--- src/rtl/melody_sequencer_pkg.sv ---
// Shared definitions for the sound blocks: table geometry, sequencer states,
// table entry layout and the sine clkgen maxval for each note of the scale.
package melody_sequencer_pkg;

  localparam int DEPTH = 32;
  localparam int AW    = $clog2(DEPTH);
  localparam int PW    = 5;
  localparam int DW    = 13;
  localparam int EW    = PW + DW;

  typedef enum logic [2:0] {
    ST_IDLE  = 3'd0,
    ST_FETCH = 3'd1,
    ST_PLAY  = 3'd2,
    ST_GAP   = 3'd3,
    ST_END   = 3'd4
  } seq_state_e;

  typedef struct packed {
    logic [PW-1:0] pitch;
    logic [DW-1:0] dur;
  } note_entry_t;

  localparam logic [PW-1:0] NOTE_REST  = 5'd0;
  localparam logic [PW-1:0] NOTE_D     = 5'd27;
  localparam logic [PW-1:0] NOTE_E     = 5'd24;
  localparam logic [PW-1:0] NOTE_FIS   = 5'd21;
  localparam logic [PW-1:0] NOTE_G     = 5'd20;
  localparam logic [PW-1:0] NOTE_A     = 5'd18;
  localparam logic [PW-1:0] NOTE_B     = 5'd16;
  localparam logic [PW-1:0] NOTE_C     = 5'd15;
  localparam logic [PW-1:0] NOTE_DHIGH = 5'd13;

  // A zero-duration entry terminates the song.
  function automatic logic is_end_marker(input note_entry_t e);
    return (e.dur == {DW{1'b0}});
  endfunction

  function automatic logic is_rest(input note_entry_t e);
    return (e.pitch == NOTE_REST);
  endfunction

endpackage

--- src/rtl/melody_sequencer_if.sv ---
// Host/tone-datapath side bundle of the melody sequencer: table write port,
// playback control, and the pitch/mute/phase-restart outputs.
interface melody_sequencer_if;
  import melody_sequencer_pkg::*;

  logic          fs_tick;
  logic          wr_en;
  logic [AW-1:0] wr_addr;
  note_entry_t   wr_data;
  logic          start;
  logic          stop;
  logic          loop_en;

  logic [PW-1:0] pitch;
  logic          mute;
  logic          note_start;
  logic          busy;
  logic          done;
  logic [AW-1:0] cur_idx;

  modport master (
    output fs_tick, wr_en, wr_addr, wr_data, start, stop, loop_en,
    input  pitch, mute, note_start, busy, done, cur_idx
  );

  modport slave (
    input  fs_tick, wr_en, wr_addr, wr_data, start, stop, loop_en,
    output pitch, mute, note_start, busy, done, cur_idx
  );

endinterface

--- src/rtl/melody_sequencer_note_table.sv ---
// Song table: DEPTH x {pitch, dur} simple dual-port RAM with one write port and a
// registered read port. A same-address write and read in one cycle returns old data.
module melody_sequencer_note_table
  import melody_sequencer_pkg::*;
(
  input  logic          clk,
  input  logic          wr_en,
  input  logic [AW-1:0] wr_addr,
  input  note_entry_t   wr_data,
  input  logic [AW-1:0] rd_addr,
  output note_entry_t   rd_data
);

  note_entry_t mem_q [DEPTH];
  note_entry_t rd_data_q;

  // Contents are deliberately not reset so a loaded song survives a reset.
  always_ff @(posedge clk) begin
    if (wr_en) begin
      mem_q[wr_addr] <= wr_data;
    end
    rd_data_q <= mem_q[rd_addr];
  end

  assign rd_data = rd_data_q;

endmodule

--- src/rtl/melody_sequencer.sv ---
// Programmable note scheduler: steps through the song table on fs_tick and drives
// the sine clkgen maxval, DAC mute gating and a per-note phase-restart pulse.
module melody_sequencer
  import melody_sequencer_pkg::*;
#(
  parameter int BEAT_DIV  = 2000,
  parameter int GAP_TICKS = 80
) (
  input  logic              clk,
  input  logic              reset,
  melody_sequencer_if.slave bus
);

  localparam int PRW = (BEAT_DIV > 1) ? $clog2(BEAT_DIV) : 1;
  localparam int GW  = (GAP_TICKS > 0) ? $clog2(GAP_TICKS + 1) : 1;

  localparam logic [PRW-1:0] PRESC_LAST = PRW'(BEAT_DIV - 1);
  localparam logic [GW-1:0]  GAP_LAST   = GW'((GAP_TICKS > 0) ? (GAP_TICKS - 1) : 0);
  localparam logic [AW-1:0]  IDX_LAST   = AW'(DEPTH - 1);
  localparam bit             HAS_GAP    = (GAP_TICKS > 0);

  seq_state_e     state_q, state_d;
  logic [AW-1:0]  cur_idx_q, cur_idx_d;
  logic [PRW-1:0] presc_q, presc_d;
  logic [DW-1:0]  beat_q, beat_d;
  logic [GW-1:0]  gap_q, gap_d;
  logic [DW-1:0]  dur_q, dur_d;
  logic [PW-1:0]  pitch_q, pitch_d;
  logic           mute_q, mute_d;
  logic           note_start_q, note_start_d;
  logic           busy_q, busy_d;
  logic           done_q, done_d;

  note_entry_t    rd_entry_s;
  logic [AW-1:0]  rd_addr_s;
  seq_state_e     adv_state_s;
  logic [AW-1:0]  adv_idx_s;

  // The read is issued on the edge that enters FETCH, so the entry is
  // available during FETCH and the note can start on the following edge.
  assign rd_addr_s = cur_idx_d;

  melody_sequencer_note_table u_table (
    .clk     (clk),
    .wr_en   (bus.wr_en),
    .wr_addr (bus.wr_addr),
    .wr_data (bus.wr_data),
    .rd_addr (rd_addr_s),
    .rd_data (rd_entry_s)
  );

  // Where to go once a note (and its articulation gap) is finished.
  always_comb begin
    if (cur_idx_q == IDX_LAST) begin
      adv_state_s = ST_END;
      adv_idx_s   = cur_idx_q;
    end else begin
      adv_state_s = ST_FETCH;
      adv_idx_s   = cur_idx_q + AW'(1'b1);
    end
  end

  // Sequencer next-state, counters and output decode.
  always_comb begin
    state_d      = state_q;
    cur_idx_d    = cur_idx_q;
    presc_d      = presc_q;
    beat_d       = beat_q;
    gap_d        = gap_q;
    dur_d        = dur_q;
    pitch_d      = pitch_q;
    mute_d       = mute_q;
    note_start_d = 1'b0;
    done_d       = 1'b0;

    if (bus.stop) begin
      state_d   = ST_IDLE;
      cur_idx_d = '0;
      presc_d   = '0;
      beat_d    = '0;
      gap_d     = '0;
      mute_d    = 1'b1;
    end else begin
      case (state_q)
        ST_IDLE: begin
          if (bus.start) begin
            state_d   = ST_FETCH;
            cur_idx_d = '0;
          end else begin
            state_d   = ST_IDLE;
          end
        end
        ST_FETCH: begin
          if (is_end_marker(rd_entry_s)) begin
            state_d      = ST_END;
          end else begin
            state_d      = ST_PLAY;
            pitch_d      = rd_entry_s.pitch;
            mute_d       = is_rest(rd_entry_s);
            note_start_d = 1'b1;
            dur_d        = rd_entry_s.dur;
            presc_d      = '0;
            beat_d       = '0;
            gap_d        = '0;
          end
        end
        ST_PLAY: begin
          if (bus.fs_tick) begin
            if (presc_q == PRESC_LAST) begin
              presc_d = '0;
              // Last prescaler wrap of the last beat ends the note.
              if (beat_q == (dur_q - DW'(1'b1))) begin
                beat_d = '0;
                if (HAS_GAP) begin
                  state_d = ST_GAP;
                  mute_d  = 1'b1;
                  gap_d   = '0;
                end else begin
                  state_d   = adv_state_s;
                  cur_idx_d = adv_idx_s;
                end
              end else begin
                beat_d = beat_q + DW'(1'b1);
              end
            end else begin
              presc_d = presc_q + PRW'(1'b1);
            end
          end else begin
            presc_d = presc_q;
          end
        end
        ST_GAP: begin
          if (bus.fs_tick) begin
            if (gap_q == GAP_LAST) begin
              gap_d     = '0;
              state_d   = adv_state_s;
              cur_idx_d = adv_idx_s;
            end else begin
              gap_d     = gap_q + GW'(1'b1);
            end
          end else begin
            gap_d = gap_q;
          end
        end
        ST_END: begin
          if (bus.loop_en) begin
            state_d   = ST_FETCH;
            cur_idx_d = '0;
          end else begin
            state_d   = ST_IDLE;
            done_d    = 1'b1;
            mute_d    = 1'b1;
          end
        end
        default: begin
          state_d   = ST_IDLE;
          cur_idx_d = '0;
          mute_d    = 1'b1;
        end
      endcase
    end

    busy_d = (state_d != ST_IDLE);
  end

  // State and output registers.
  always_ff @(posedge clk or negedge reset) begin
    if (!reset) begin
      state_q      <= ST_IDLE;
      cur_idx_q    <= '0;
      presc_q      <= '0;
      beat_q       <= '0;
      gap_q        <= '0;
      dur_q        <= '0;
      pitch_q      <= '0;
      mute_q       <= 1'b1;
      note_start_q <= 1'b0;
      busy_q       <= 1'b0;
      done_q       <= 1'b0;
    end else begin
      state_q      <= state_d;
      cur_idx_q    <= cur_idx_d;
      presc_q      <= presc_d;
      beat_q       <= beat_d;
      gap_q        <= gap_d;
      dur_q        <= dur_d;
      pitch_q      <= pitch_d;
      mute_q       <= mute_d;
      note_start_q <= note_start_d;
      busy_q       <= busy_d;
      done_q       <= done_d;
    end
  end

  assign bus.pitch      = pitch_q;
  assign bus.mute       = mute_q;
  assign bus.note_start = note_start_q;
  assign bus.busy       = busy_q;
  assign bus.done       = done_q;
  assign bus.cur_idx    = cur_idx_q;

endmodule
--- src/flat_wrapper.sv ---
// flat-port wrapper written by rule: the top's interface ports become plain ports
module melody_sequencer_flat import melody_sequencer_pkg::*;
#(
  parameter int BEAT_DIV  = 2000,
  parameter int GAP_TICKS = 80
)
  (clk, reset, bus_fs_tick, bus_wr_en, bus_wr_addr, bus_wr_data, bus_start, bus_stop, bus_loop_en, bus_pitch, bus_mute, bus_note_start, bus_busy, bus_done, bus_cur_idx);
  melody_sequencer_if bus_i ();
  input  logic clk;
  input  logic reset;
  input wire logic [$bits(bus_i.fs_tick)-1:0] bus_fs_tick;
  input wire logic [$bits(bus_i.wr_en)-1:0] bus_wr_en;
  input wire logic [$bits(bus_i.wr_addr)-1:0] bus_wr_addr;
  input wire logic [$bits(bus_i.wr_data)-1:0] bus_wr_data;
  input wire logic [$bits(bus_i.start)-1:0] bus_start;
  input wire logic [$bits(bus_i.stop)-1:0] bus_stop;
  input wire logic [$bits(bus_i.loop_en)-1:0] bus_loop_en;
  output wire logic [$bits(bus_i.pitch)-1:0] bus_pitch;
  output wire logic [$bits(bus_i.mute)-1:0] bus_mute;
  output wire logic [$bits(bus_i.note_start)-1:0] bus_note_start;
  output wire logic [$bits(bus_i.busy)-1:0] bus_busy;
  output wire logic [$bits(bus_i.done)-1:0] bus_done;
  output wire logic [$bits(bus_i.cur_idx)-1:0] bus_cur_idx;
  assign bus_i.fs_tick = bus_fs_tick;
  assign bus_i.wr_en = bus_wr_en;
  assign bus_i.wr_addr = bus_wr_addr;
  assign bus_i.wr_data = bus_wr_data;
  assign bus_i.start = bus_start;
  assign bus_i.stop = bus_stop;
  assign bus_i.loop_en = bus_loop_en;
  assign bus_pitch = bus_i.pitch;
  assign bus_mute = bus_i.mute;
  assign bus_note_start = bus_i.note_start;
  assign bus_busy = bus_i.busy;
  assign bus_done = bus_i.done;
  assign bus_cur_idx = bus_i.cur_idx;
  melody_sequencer #(.BEAT_DIV(BEAT_DIV), .GAP_TICKS(GAP_TICKS)) u_core (.clk(clk), .reset(reset), .bus(bus_i));
endmodule
--- config.mk ---
export PLATFORM = sky130hd
export DESIGN_NAME = melody_sequencer_flat
export DESIGN_NICKNAME = d
export VERILOG_FILES = /design/src/rtl/melody_sequencer_pkg.sv /design/src/rtl/melody_sequencer_if.sv /design/src/rtl/melody_sequencer_note_table.sv /design/src/rtl/melody_sequencer.sv /design/src/flat_wrapper.sv
export SDC_FILE = /design/constraint.sdc
export NUM_CORES = 1
export LEC_CHECK = 0
export BUFFER_PORTS_ARGS = -buffer_cell sky130_fd_sc_hd__buf_2
export CAP_MARGIN = 20
export CORE_MARGIN = 10
export CORE_UTILIZATION = 51
export DETAILED_ROUTE_END_ITERATION = 8
export GPL_TIMING_DRIVEN = 0
export MAX_ROUTING_LAYER = met4
export PLACE_DENSITY = 0.66
export SLEW_MARGIN = 20
export SYNTH_ARGS = -nofsm -noshare
export SYNTH_HDL_FRONTEND = slang
export SYNTH_SLANG_ARGS = --single-unit
export TNS_END_PERCENT = 20
--- constraint.sdc ---
create_clock -name clk -period 3.03 [get_ports clk]
set_input_delay 0.4545 -clock clk [delete_from_list [all_inputs] [get_ports clk]]
set_output_delay 0.4545 -clock clk [all_outputs]
set_load 0.02 [all_outputs]
==> impl_results.md, run 1 <==
- Slew HR: about two fifths
- Net Switching: slightly above 4 mW
- Crit-path slowest cell: o311ai_4
- Vias per cell: about 6.4
- Starting Density: around 52%
- Switching Fraction: a little over a fifth
- Final core occ: around 64%
- Slew @ Worst Pin: approximately 900 ps
- CP peak stage delay: around 460 ps
- Critical Path Sink Type: flop
- Core area: ~50000 sq um
- Die ar.: between 60000 and 70000 sq um
- CTS tree: built
- CTS root buf: clkbuf_16
- Fin. max-slew vios: 0
- Worst Hold Class: input port to flop
- Reg2reg setup slack: -290 ps
- Setup-failing EPs final: 19
- Failing checks: setup timing
- Fillers: approximately 3.5k
- Logic pwr share: 4.5%
- Grt peak-use layer: met2
- Status: finished with violations
- Num CTS Buffers: slightly below 70
- DR DRC count: 0
- Number of synthesized flops with an enable pin: 576
- Setup crit start kind: flop
- VDD IR max: around 0.00054 V
- Syn. warnings: 0
- Clock power share: 42.7%
- Die height: ~250 um
- # rows: a little over 80
- Worst-path maximum fanout: 9
- RSZ-0062 raised after global routing: true
- Clock Sinks: ~660
- #FFs+latches synth: 655
- Final instance area: 32310 sq um
- Largest net degree at the start of global routing: between 60 and 70
- Cells along the critical path: buf_6 -> buf_4 -> o311ai_4 -> o211ai_1 -> and2_1 -> buf_6 -> inv_8 -> buf_12 -> buf_12 -> o22ai_2 -> a32oi_2 -> nand2_2 -> nor4_4
- M3 GR Usage: under 10%
- Distinct cells, synth: between 70 and 80
- Register area share after synthesis: between 70 and 80%
- Chip Width: roughly 250 um
- Final worst slack: -291.0 ps
- Leak: between 10 and 15 nW
- IO buf count: between 40 and 50
- Worst-path clk slew: ~60 ps
- Worst-Skew Late Latency: slightly above 600 ps
- Vias in the first global route: about 17k
- CP arrival: between 3000 and 4000 ps
- Async set or reset register ratio after synthesis: a little under a tenth
- ANT nets after route: 0
- Antenna violations before repair: 0
- Layout cells sized above 1: between 20% and 30%
- Initial drt markers: 2237
- Hold_sp: bus_loop_en
- FMAX: about 300 MHz
- Ys flop type: edfxtp_1
- Critical path type: flop to flop
- Final Hold Vio Count: 0
- GRT met2 Usage: about two fifths
- Worst Hold Depth: 4
- Clock skew: 30.84 ps
- Post-Syn Nets: between 1.5k and 2k
- DR WL/cell: ~28 um
- Placed inst area: around 28000 sq um
- Nets: between 2k and 2.5k
- Number of diodes: 0
- Worst hold slack: 353.2 ps
- Max-capacitance violation count: 0
- Grt ovf: 0
- Power per cell area: around 600 nW/um^2
- Clock Tree Buf Depth: 3
- H-tree depth: 3
- Vias: around 18k
- Worst r2r src: u_core.state_q[1]
- Req. time, crit path: 3520 ps
- P_int: roughly 15 mW
- Met1 usage: 35.06%
- Avg Cell Area, Syn: around 14 sq um
- Period minus WS final: ~3300 ps
- HPWL Detailed: 49980 um
- Sequential power share: between 50% and 60%
- Worst-case reg-to-reg path depth: 13
- First-pass DRT Iterations: 5
- Routability Congestion: between 1 and 1.5
- Hold EP: u_core.bus.done
- Netlist Area Pre-Place: 26060 sq um
- Dpl ws: -1746 ps
- I/O pin count: between 40 and 50
- Cells after synthesis: about 1.9k
- Synthesis-to-layout area growth: 23.98%
- WL final: a little under 80000 um
- Period utilization: 109.6%
- Total negative slack: -4037 ps
- GRT Total Usage: 26.08%
- Capturing point of the worst reg2reg path: u_core.u_table.rd_data[1]
- First-pass GRT wire length: about 110000 um
critical path: cells and delay by family, from the launching register on:
kind,cells,cell delay [ps]
AO/OA/AOI/OAI,4,1160
buffers and inverters,6,850
AND/OR/NAND/NOR,3,770
flip-flops,1,400
synth_stat cells (all sizes together), types with 5 or more instances:
cell type	n	share of area (%)
ha	5	0.24
o211ai	7	0.20
nand2	245	3.5
nor3	23	0.44
dfxtp	18	1.4
mux2i	16	0.61
xor2	10	0.34
edfxtp	576	66
nor2b	8	0.19
nor4	23	0.55
o21bai	7	0.20
nand4	11	0.26
nand3	29	0.56
nor2	111	1.6
xnor2	19	0.64
buf	44	0.85
clkbuf	71	1.0
or2	5	0.13
o221ai	38	1.3
nand2b	8	0.19
a32oi	23	0.77
a211oi	73	2.1
and3	48	1.2
inv	15	0.22
o22ai	88	2.1
a21oi	62	1.2
o31ai	7	0.22
dfrtp	60	5.8
and2	8	0.19
nand3b	19	0.55
a31oi	32	0.77
a22oi	15	0.43
o21ai	97	1.9
or4	8	0.23
kinds of logic (layout without fill, tap and decap cells):
group,Yosys count,after routing,synth area share [%]
buf+inv,131,389,2.113
flops,655,655,73.62
mux,17,17,0.6578
simple gates,570,570,10.40
compound gates,470,470,11.99
xor+xnor,29,29,0.9747
fa+ha+maj,5,5,0.2401
power by group through the flow:
stage | clock network, mW | registers, mW | logic [mW]
2_1_floorplan | 0 | 10.3 | 0.377
3_3_place_gp | 0 | 10.3 | 0.708
3_5_place_dp | 0 | 10.3 | 0.751
4_1_cts | 8.19 | 10.1 | 0.806
5_1_grt | 8.55 | 10.1 | 0.921
6_report | 8.14 | 10.1 | 0.850
worst max-delay path by stage:
stage | start | end | slack, ps | cells past startpoint
global placement | bus_stop | u_core.u_table.rd_data[11] | -1760 | 12
detailed placement | u_core.bus.cur_idx[1] | u_core.u_table.rd_data[5] | -1750 | 11
floorplan | u_core.dur_q[0] | u_core.bus.mute | 60 | 11
global route | u_core.bus.cur_idx[1] | u_core.u_table.rd_data[16] | -360 | 14
CTS | u_core.state_q[1] | u_core.u_table.rd_data[16] | -150 | 13
finish | u_core.state_q[1] | u_core.u_table.rd_data[1] | -290 | 13
placed cells by master (no fill, tap or decap), types with 12 or more instances in the layout:
master and n:
edfxtp_1 576, nand2_1 229, o22ai_1 81, nor2_1 77
clkbuf_16 74, buf_4 70, o21ai_0 58, dfrtp_1 53
buf_2 48, a21oi_1 48, and3_1 47, a211oi_1 43
o221ai_1 36, buf_6 33, clkbuf_1 28, nand3_1 27
nor2_2 27, buf_8 24, o21ai_1 22, a211oi_2 21
nand3b_1 19, xnor2_1 19, dfxtp_1 18, clkbuf_2 17
a31oi_4 16, clkbuf_4 15, mux2i_1 15, a22oi_1 15
clkinv_1 15, nor3_1 14, clkinv_2 14, nand2_2 13
a32oi_2 13, a31oi_2 12, buf_12 12, nor4_4 12
o21ai_2 12
per-layer routing:
layer	share of wire [%]	wire length (um)	vias to the layer above
met2	45	35360	1041
met4	4.1	3237	0
li1	-	-	7728
met5	0	0	-
met1	40	30960	9028
met3	11	8448	162
sequential cells by signal (all words and copies together), names as in the netlist:
name / flops
u_core.beat_q: 13
u_core.bus.busy: 1
u_core.bus.cur_idx: 5
u_core.bus.done: 1
u_core.bus.mute: 1
u_core.bus.note_start: 1
u_core.bus.pitch: 5
u_core.dur_q: 13
u_core.gap_q: 7
u_core.presc_q: 11
u_core.state_q: 3
u_core.u_table.mem_q: 576
u_core.u_table.rd_data: 18
final cells by class:
| type | instances | area [sq um] | area share, % |
|---|---|---|---|
| multi-input combinational | 1091 | 7809 | 24.17 |
| tap | 672 | 840.8 | 2.602 |
| clock inverter | 36 | 275.3 | 0.8520 |
| timing repair inverter | 1 | 7.507 | 0.02324 |
| clock buffer | 87 | 1878 | 5.813 |
| sequential | 655 | 19190 | 59.41 |
| inverter | 16 | 70.07 | 0.2169 |
| timing repair buffer | 140 | 1245 | 3.853 |
| buffer | 109 | 989.7 | 3.063 |
metrics by stage:
step / cells / power [mW]
finish: 2807 / 19.09
global route: 2807 / 19.57
CTS: 2795 / 19.08
detailed placement: 2619 / 11.03
global placement: 2592 / 10.98
floorplan: 1877 / 10.65
what timing repair did:
item | CTS | global route
endpoints found under the hold margin | 60 | 0
setup buffers | 53 | 11
gates cloned | 4 | 2
setup endpoints to repair | 42 | 39
hold buffers | 1 | 0
pin swaps | 73 | 39
resized for setup | 399 | 104
(Power assumes the default switching activity.)
==> inputs of run 2 (changes only) <==
--- a/config.mk
+++ b/config.mk
@@ -12,7 +12,7 @@
 export DETAILED_ROUTE_END_ITERATION = 8
 export GPL_TIMING_DRIVEN = 0
 export MAX_ROUTING_LAYER = met4
-export PLACE_DENSITY = 0.66
+export PLACE_DENSITY = 0.64
 export SLEW_MARGIN = 20
 export SYNTH_ARGS = -nofsm -noshare
 export SYNTH_HDL_FRONTEND = slang
==> constraint.sdc (replaced) <==
create_clock -name clk -period 4.25 [get_ports clk]
set_input_delay 0.6375 -clock clk [delete_from_list [all_inputs] [get_ports clk]]
set_output_delay 0.6375 -clock clk [all_outputs]
set_load 0.02 [all_outputs]
==> run 2 against run 1 <==
The flow now finishes without violations. Sequential cell count unchanged. Sequential power shrank 29%. Die area stayed put. Cell area down 7.2%. Combinational power down 37%. Final cell count is 2.0% lower. Clock-buffer cell count down 4. Critical path type unchanged. Largest power group unchanged.
==> impl_results.md, run 2 (synthesis gave the netlist of run 1 again) <==
- Status: finished clean
- DR WL/cell: around 28 um
- CP arrival: about 4600 ps
- Worst-case reg-to-reg path depth: 10
- Commonest non-fill, non-tap cell in the layout: edfxtp_1
- Critical Path Sink Type: flop
- Power per cell area: between 400 and 500 nW/um^2
- Max reg flops: between 500 and 600
- Clock Sinks: approximately 660
- Layout cells sized above 1: between 10% and 20%
- Die ar.: 60540 sq um
- Worst-path clk slew: 60 ps
- Starting Density: 51.73%
- Switching Fraction: 21.54%
- IO buf count: 43
- Core area: approximately 50000 sq um
- Worst Hold Class: input port to asynchronous set/reset pin
- RSZ-0062 raised after global routing: true
- CTS tree: built
- Chip Width: between 200 and 250 um
- Critical path type: flop to flop
- ANT nets after route: 0
- Worst path depth: 10
- Bufs and invs on worst path: 2
- Post-layout instance count excluding filler cells: around 2.8k
- Period utilization: a little over nine tenths
- Capturing point of the worst reg2reg path: u_core.u_table.rd_data[6]
- Slew @ Worst Pin: ~890 ps
- Multi-input logic area: ~6500 sq um
- Initial drt markers: about 2.1k
- First-pass DRT Iterations: 5
- Fin. max-slew vios: 0
- Slew HR: 40.29%
- WL final: ~76000 um
- Vias in the first global route: around 17k
- Reg with most FFs: u_core.u_table.mem_q
- Worst-Skew Late Latency: 620 ps
- Final Hold Vio Count: 0
- Logic pwr share: around 3.9%
- Max-capacitance violation count: 0
- # rows: ~80
- GRT Total Usage: approximately a quarter
- Total negative slack: 0 ps
- DR DRC count: 0
- Clock Tree Buf Depth: 3
- Worst-path maximum fanout: 10
- VDD IR max: about 0.00034 V
- Cells along the critical path: buf_2 -> or2_2 -> a21oi_1 -> o221ai_1 -> o211ai_1 -> nor3_1 -> clkbuf_1 -> a32oi_1 -> nand2_1 -> nor4_2
- Setup crit start kind: flop
- Grt ovf: 0
- I/O pin count: 44
- Worst r2r src: u_core.state_q[1]
- Most frequent cells in the layout: edfxtp_1, nand2_1, o22ai_1
- Nets: about 2.1k
- Sequential power share: between 50% and 60%
- Worst hold slack: 117.6 ps
- Req. time, crit path: around 4700 ps
- Sequential cell area: ~19000 sq um
- Crit-path slowest cell: o211ai_1
- Net Switching: 2.926 mW
- Num CTS Buffers: between 60 and 70
- FMAX: about 240 MHz
- Reg2reg setup slack: 80 ps
- Vias: 17.18k
- Clock skew: 20.57 ps
- Setup-failing EPs final: 0
- P_int: around 11 mW
- HPWL Detailed: roughly 51000 um
- CTS root buf: clkbuf_16
- Period minus WS final: between 4000 and 5000 ps
- Inst Count DP: ~2.6k
- Largest net degree at the start of global routing: a little over 60
- Leak: 10.02 nW
- First-pass GRT wire length: between 100000 and 150000 um
- Die height: 246.0 um
- Crit-path leading delay family: compound AO/OA/AOI/OAI gates
- Dpl ws: -621.1 ps
- CTS hold repair buffers: 0
- H-tree depth: 3
- Antenna violations before repair: 0
- Routability Congestion: approximately 0.98
- CP peak stage delay: around 780 ps
- Clock power share: a little over two fifths
- Fillers: 3924
- Synthesis-to-layout area growth: 15.06%
- Vias per cell: between 6 and 7
- Final worst slack: around 78 ps
[run 2: power by group through the flow]
stage | clock (mW) | combinational, mW | sequential [mW]
finish | 5.85 | 0.536 | 7.19
global route | 6.16 | 0.590 | 7.20
CTS | 5.91 | 0.535 | 7.19
detailed placement | 0 | 0.533 | 7.33
global placement | 0 | 0.503 | 7.32
floorplan | 0 | 0.269 | 7.33
[run 2: layout make-up]
type | instances | area share, %
Buffer | 115 | 1.757
Clock buffer | 83 | 6.109
Timing Repair Buffer | 78 | 2.170
Antenna cell | 1 | 0.008346
Multi-Input combinational cell | 1091 | 21.84
Clock inverter | 39 | 1.127
Sequential cell | 655 | 63.99
Inverter | 16 | 0.2003
Tap cell | 672 | 2.804
[run 2: metrics by stage]
stage,utilization [%],power [mW],instance area [sq um]
after floorplan,-,7.595,26060
after global placement,53.82,7.824,27110
after detailed placement,54.77,7.859,27590
after CTS,59.24,13.63,29840
after global routing,59.51,13.95,29980
final,59.52,13.58,29980
[run 2: worst max path at each step]
stage,startpoint,endpoint,slack (ps)
floorplan,u_core.dur_q[0],u_core.bus.mute,1280
global placement,bus_stop,u_core.u_table.rd_data[11],-610
detailed placement,bus_loop_en,u_core.u_table.rd_data[11],-620
CTS,u_core.bus.cur_idx[1],u_core.u_table.rd_data[17],10
global route,u_core.bus.cur_idx[1],u_core.u_table.rd_data[2],-100
finish,u_core.state_q[1],u_core.u_table.rd_data[6],80
[run 2: what timing repair did]
action | CTS | global route
endpoints found under the setup margin | 18 | 18
cloned | 0 | 0
setup buffers | 3 | 1
pin swaps | 2 | 2
resized for setup | 25 | 50
[run 2: routing by layer]
layer | wire [um] | share of wire [%] | vias up | track usage, %
met5 | 0 | 0 | - | -
met1 | 30580 | 40 | 8566 | 33.84
met4 | 3380 | 4.5 | 0 | 12.03
met3 | 7935 | 10 | 144 | 6.957
li1 | - | - | 7608 | -
met2 | 33840 | 45 | 866 | 36.83
[run 2: worst register-to-register path: cells and delay by family, from the launching register on]
kind / cells / cell delay (ps)
flip-flops: 1 / 370
AO/OA/AOI/OAI: 4 / 1970
buffers and inverters: 2 / 480
AND/OR/NAND/NOR: 4 / 1220
==> inputs of run 3 (changes only) <==
--- a/config.mk
+++ b/config.mk
@@ -5,6 +5,7 @@
 export SDC_FILE = /design/constraint.sdc
 export NUM_CORES = 1
 export LEC_CHECK = 0
+export ABC_AREA = 1
 export BUFFER_PORTS_ARGS = -buffer_cell sky130_fd_sc_hd__buf_2
 export CAP_MARGIN = 20
 export CORE_MARGIN = 10
==> run 3 against run 2 <==
Sequential power increased by 0.7%. Routed wire length grew 15%. Non-clock buffer count is 1 higher. Area after synthesis grew 13%. Combinational power increased by 44%. Clock-buffer cell count is 5 higher. Hold slack worse by 35 ps. Fmax rose by 5.8%. Global-route usage rose by 0.67 points. First-iteration DRC count increased by 8.2%. Critical path type unchanged.
==> impl_results.md, run 3 <==
- Status: finished clean
- Vias: around 21k
- Grt ovf: 0
- Tot Pwr: roughly 14 mW
- Worst Hold Class: input port to asynchronous set/reset pin
- DR DRC count: 0
- Netlist Area Pre-Place: ~29000 sq um
- Ys flop type: edfxtp_1
- Die ar.: roughly 68000 sq um
- Cells after synthesis: a little under 3k
- Post-layout instance count excluding filler cells: roughly 3.9k
- Slew HR: between 20% and 30%
- Xor-xnor portion of the synthesized cell area: less than 1%
- Fin. max-slew vios: 0
- DR WL/cell: 22.53 um
- GRT Total Usage: about a quarter
- Sequential power share: between 50% and 60%
- P_int: 11.05 mW
- First-pass DRT Iterations: 5
- Vias per cell: around 5.5
- Largest net degree at the start of global routing: 62
- Slew @ Worst Pin: between 1000 and 1500 ps
- CTS root buf: clkbuf_16
- Post-CTS sizing: 0
- Core area: about 57000 sq um
- Post-synth top cells: nand2_1, edfxtp_1, nand3_1
- CTS tree: built
- CP arrival: around 4400 ps
- Power per cell area: 428.4 nW/um^2
- Critical Path Sink Type: flop
- Chip Width: ~260 um
- Multi-input logic area: 7580 sq um
- WL final: between 80000 and 90000 um
- Critical path type: flop to flop
- Clock power share: 43.9%
- Clock Sinks: roughly 660
- CTS hold repair buffers: 0
- Worst r2r src: u_core.gap_q[0]
- Net Switching: between 3 and 4 mW
- Final instance area: roughly 33000 sq um
- Synth area leaders: edfxtp_1, nand3_1, nand2_1
- Starting Density: 51.79%
- Register area share after synthesis: roughly two thirds
- Reg with most FFs: u_core.u_table.mem_q
- Num CTS Buffers: 71
- ANT nets after route: 0
- Antenna violations before repair: 3
- Mux cell area share after synthesis: 0%
- HPWL Detailed: about 57000 um
- Worst-path maximum fanout: 10
- Distinct cells, synth: 40
- Synth Area in Compound Gates: under 10%
- Max-capacitance violation count: 0
- Async set or reset register ratio after synthesis: under 10%
- Setup crit start kind: flop
- Crit path from: u_core.gap_q[0]
- H-tree depth: 3
- RSZ-0062 raised after global routing: false
- Worst-path clk slew: around 60 ps
- Commonest non-fill, non-tap cell in the layout: nand2_1
- Max reg flops: roughly 580
- # rows: between 80 and 90
- Nets: about 3.1k
- Clock skew: about 27 ps
- Placed inst area: 30930 sq um
- Synthesis-to-layout area growth: 13.39%
- Reg2reg setup slack: 310 ps
- Initial drt markers: 2288
- Share of the synthesized area in the top cell type: about three fifths
- Post-CTS setup buffers: 0
- Req. time, crit path: around 4700 ps
- Post-synth top area cell: edfxtp_1
- Worst-Skew Late Latency: around 630 ps
- Synth Area in Simple Gates: about 23%
- Fillers: approximately 4.8k
- Routability Congestion: ~0.96
- Avg Cell Area, Syn: ~10 sq um
- FMAX: roughly 250 MHz
- Synth Area in Adders: less than 1%
- IO buf count: 42
- #FFs+latches synth: approximately 660
- Period utilization: between 90 and 100%
- I/O pin count: 44
- Die height: ~260 um
- Clock Tree Buf Depth: 3
- Setup-failing EPs final: 0
- Inst Count DP: 3718
- Total negative slack: 0 ps
- First-pass GRT wire length: 128400 um
- Leak: between 10 and 15 nW
- Layout cells sized above 1: under 10%
- Logic pwr share: under 10%
- Switching Fraction: between 20% and 30%
- Syn. warnings: 0
- Vias in the first global route: 20.57k
- Sequential cell area: 19180 sq um
- Top-count cell post-synth: nand2_1
- Period minus WS final: 3943 ps
- Post-Syn Nets: between 2k and 3k
- Final Hold Vio Count: 0
- Largest family of logic cells by synthesized area: simple AND/OR/NAND/NOR gates
- Number of synthesized flops with an enable pin: between 500 and 600
- Most frequent cells in the layout: nand2_1, edfxtp_1, nand3_1
- VDD IR max: between 0.0003 and 0.0004 V
-- run 3: routing by layer --
metal	track usage (%)	wire [um]	part of all wire, %	up-vias
li1	-	-	-	9816
met3	4.019	6385	7.4	201
met4	12.20	4060	4.7	0
met2	41.91	41010	47	950
met1	33.16	35320	41	10353
met5	-	0	0	-
-- run 3: stage by stage --
step / setup WS, ps / hold slack (ps) / util, %
2_1_floorplan: 1993 / 341.9 / -
3_3_place_gp: 230.1 / 446.9 / 53.82
3_5_place_dp: 174.3 / 444.7 / 54.54
4_1_cts: 439.3 / 125.3 / 58.70
5_1_grt: 221.6 / 155.8 / 58.71
6_report: 307.4 / 82.65 / 58.72
-- run 3: logic make-up after synthesis --
family	count (synthesis)
AOI/OAI and AO/OA	62
xor gates and xnor gates	27
DFF	655
buffers and inverters	692
adders and majority gates	5
and+or+nand+nor	1465
-- run 3: final timing paths --
check                                            endpoint  cells past startpoint
worst max-delay path            u_core.u_table.rd_data[0]                     15
worst min-delay path                      u_core.gap_q[1]                      1
worst max register to register  u_core.u_table.rd_data[0]                     15
worst min register to register           u_core.dur_q[10]                      2
max in group asynchronous               u_core.presc_q[6]                      1
min in group clk                          u_core.bus.done                      4
-- run 3: power groups by stage --
stage          registers (mW)  clock network (mW)  logic (mW)
4_1_cts                  7.24                6.31       0.771
5_1_grt                  7.25                6.57       0.857
6_report                 7.24                6.26       0.772
2_1_floorplan            7.38                   0       0.416
3_3_place_gp             7.36                   0       0.738
3_5_place_dp             7.37                   0       0.768
-- run 3: area by class of cell --
cell class	count	area share (%)
clock buffer	88	5.681
buffer	138	2.134
clock inverter	42	1.413
sequential	655	57.61
tap	756	2.841
timing repair buffer	56	1.293
antenna	3	0.02254
multi-input combinational	1559	22.76
inverter	554	6.245
-- run 3: worst max-delay path: stages (launching register included) --
cell and delay [ps]:
dfrtp_1 390, ha_1 210, nand3_2 160, clkinv_1 90, nand3_1 140, inv_1 160
nand2_1 80, nand2_1 70, nand3_2 480, inv_2 500, clkbuf_1 740, nand3_1 240
nand3_1 170, nand2_1 130, nand2_1 80, nand2_1 130
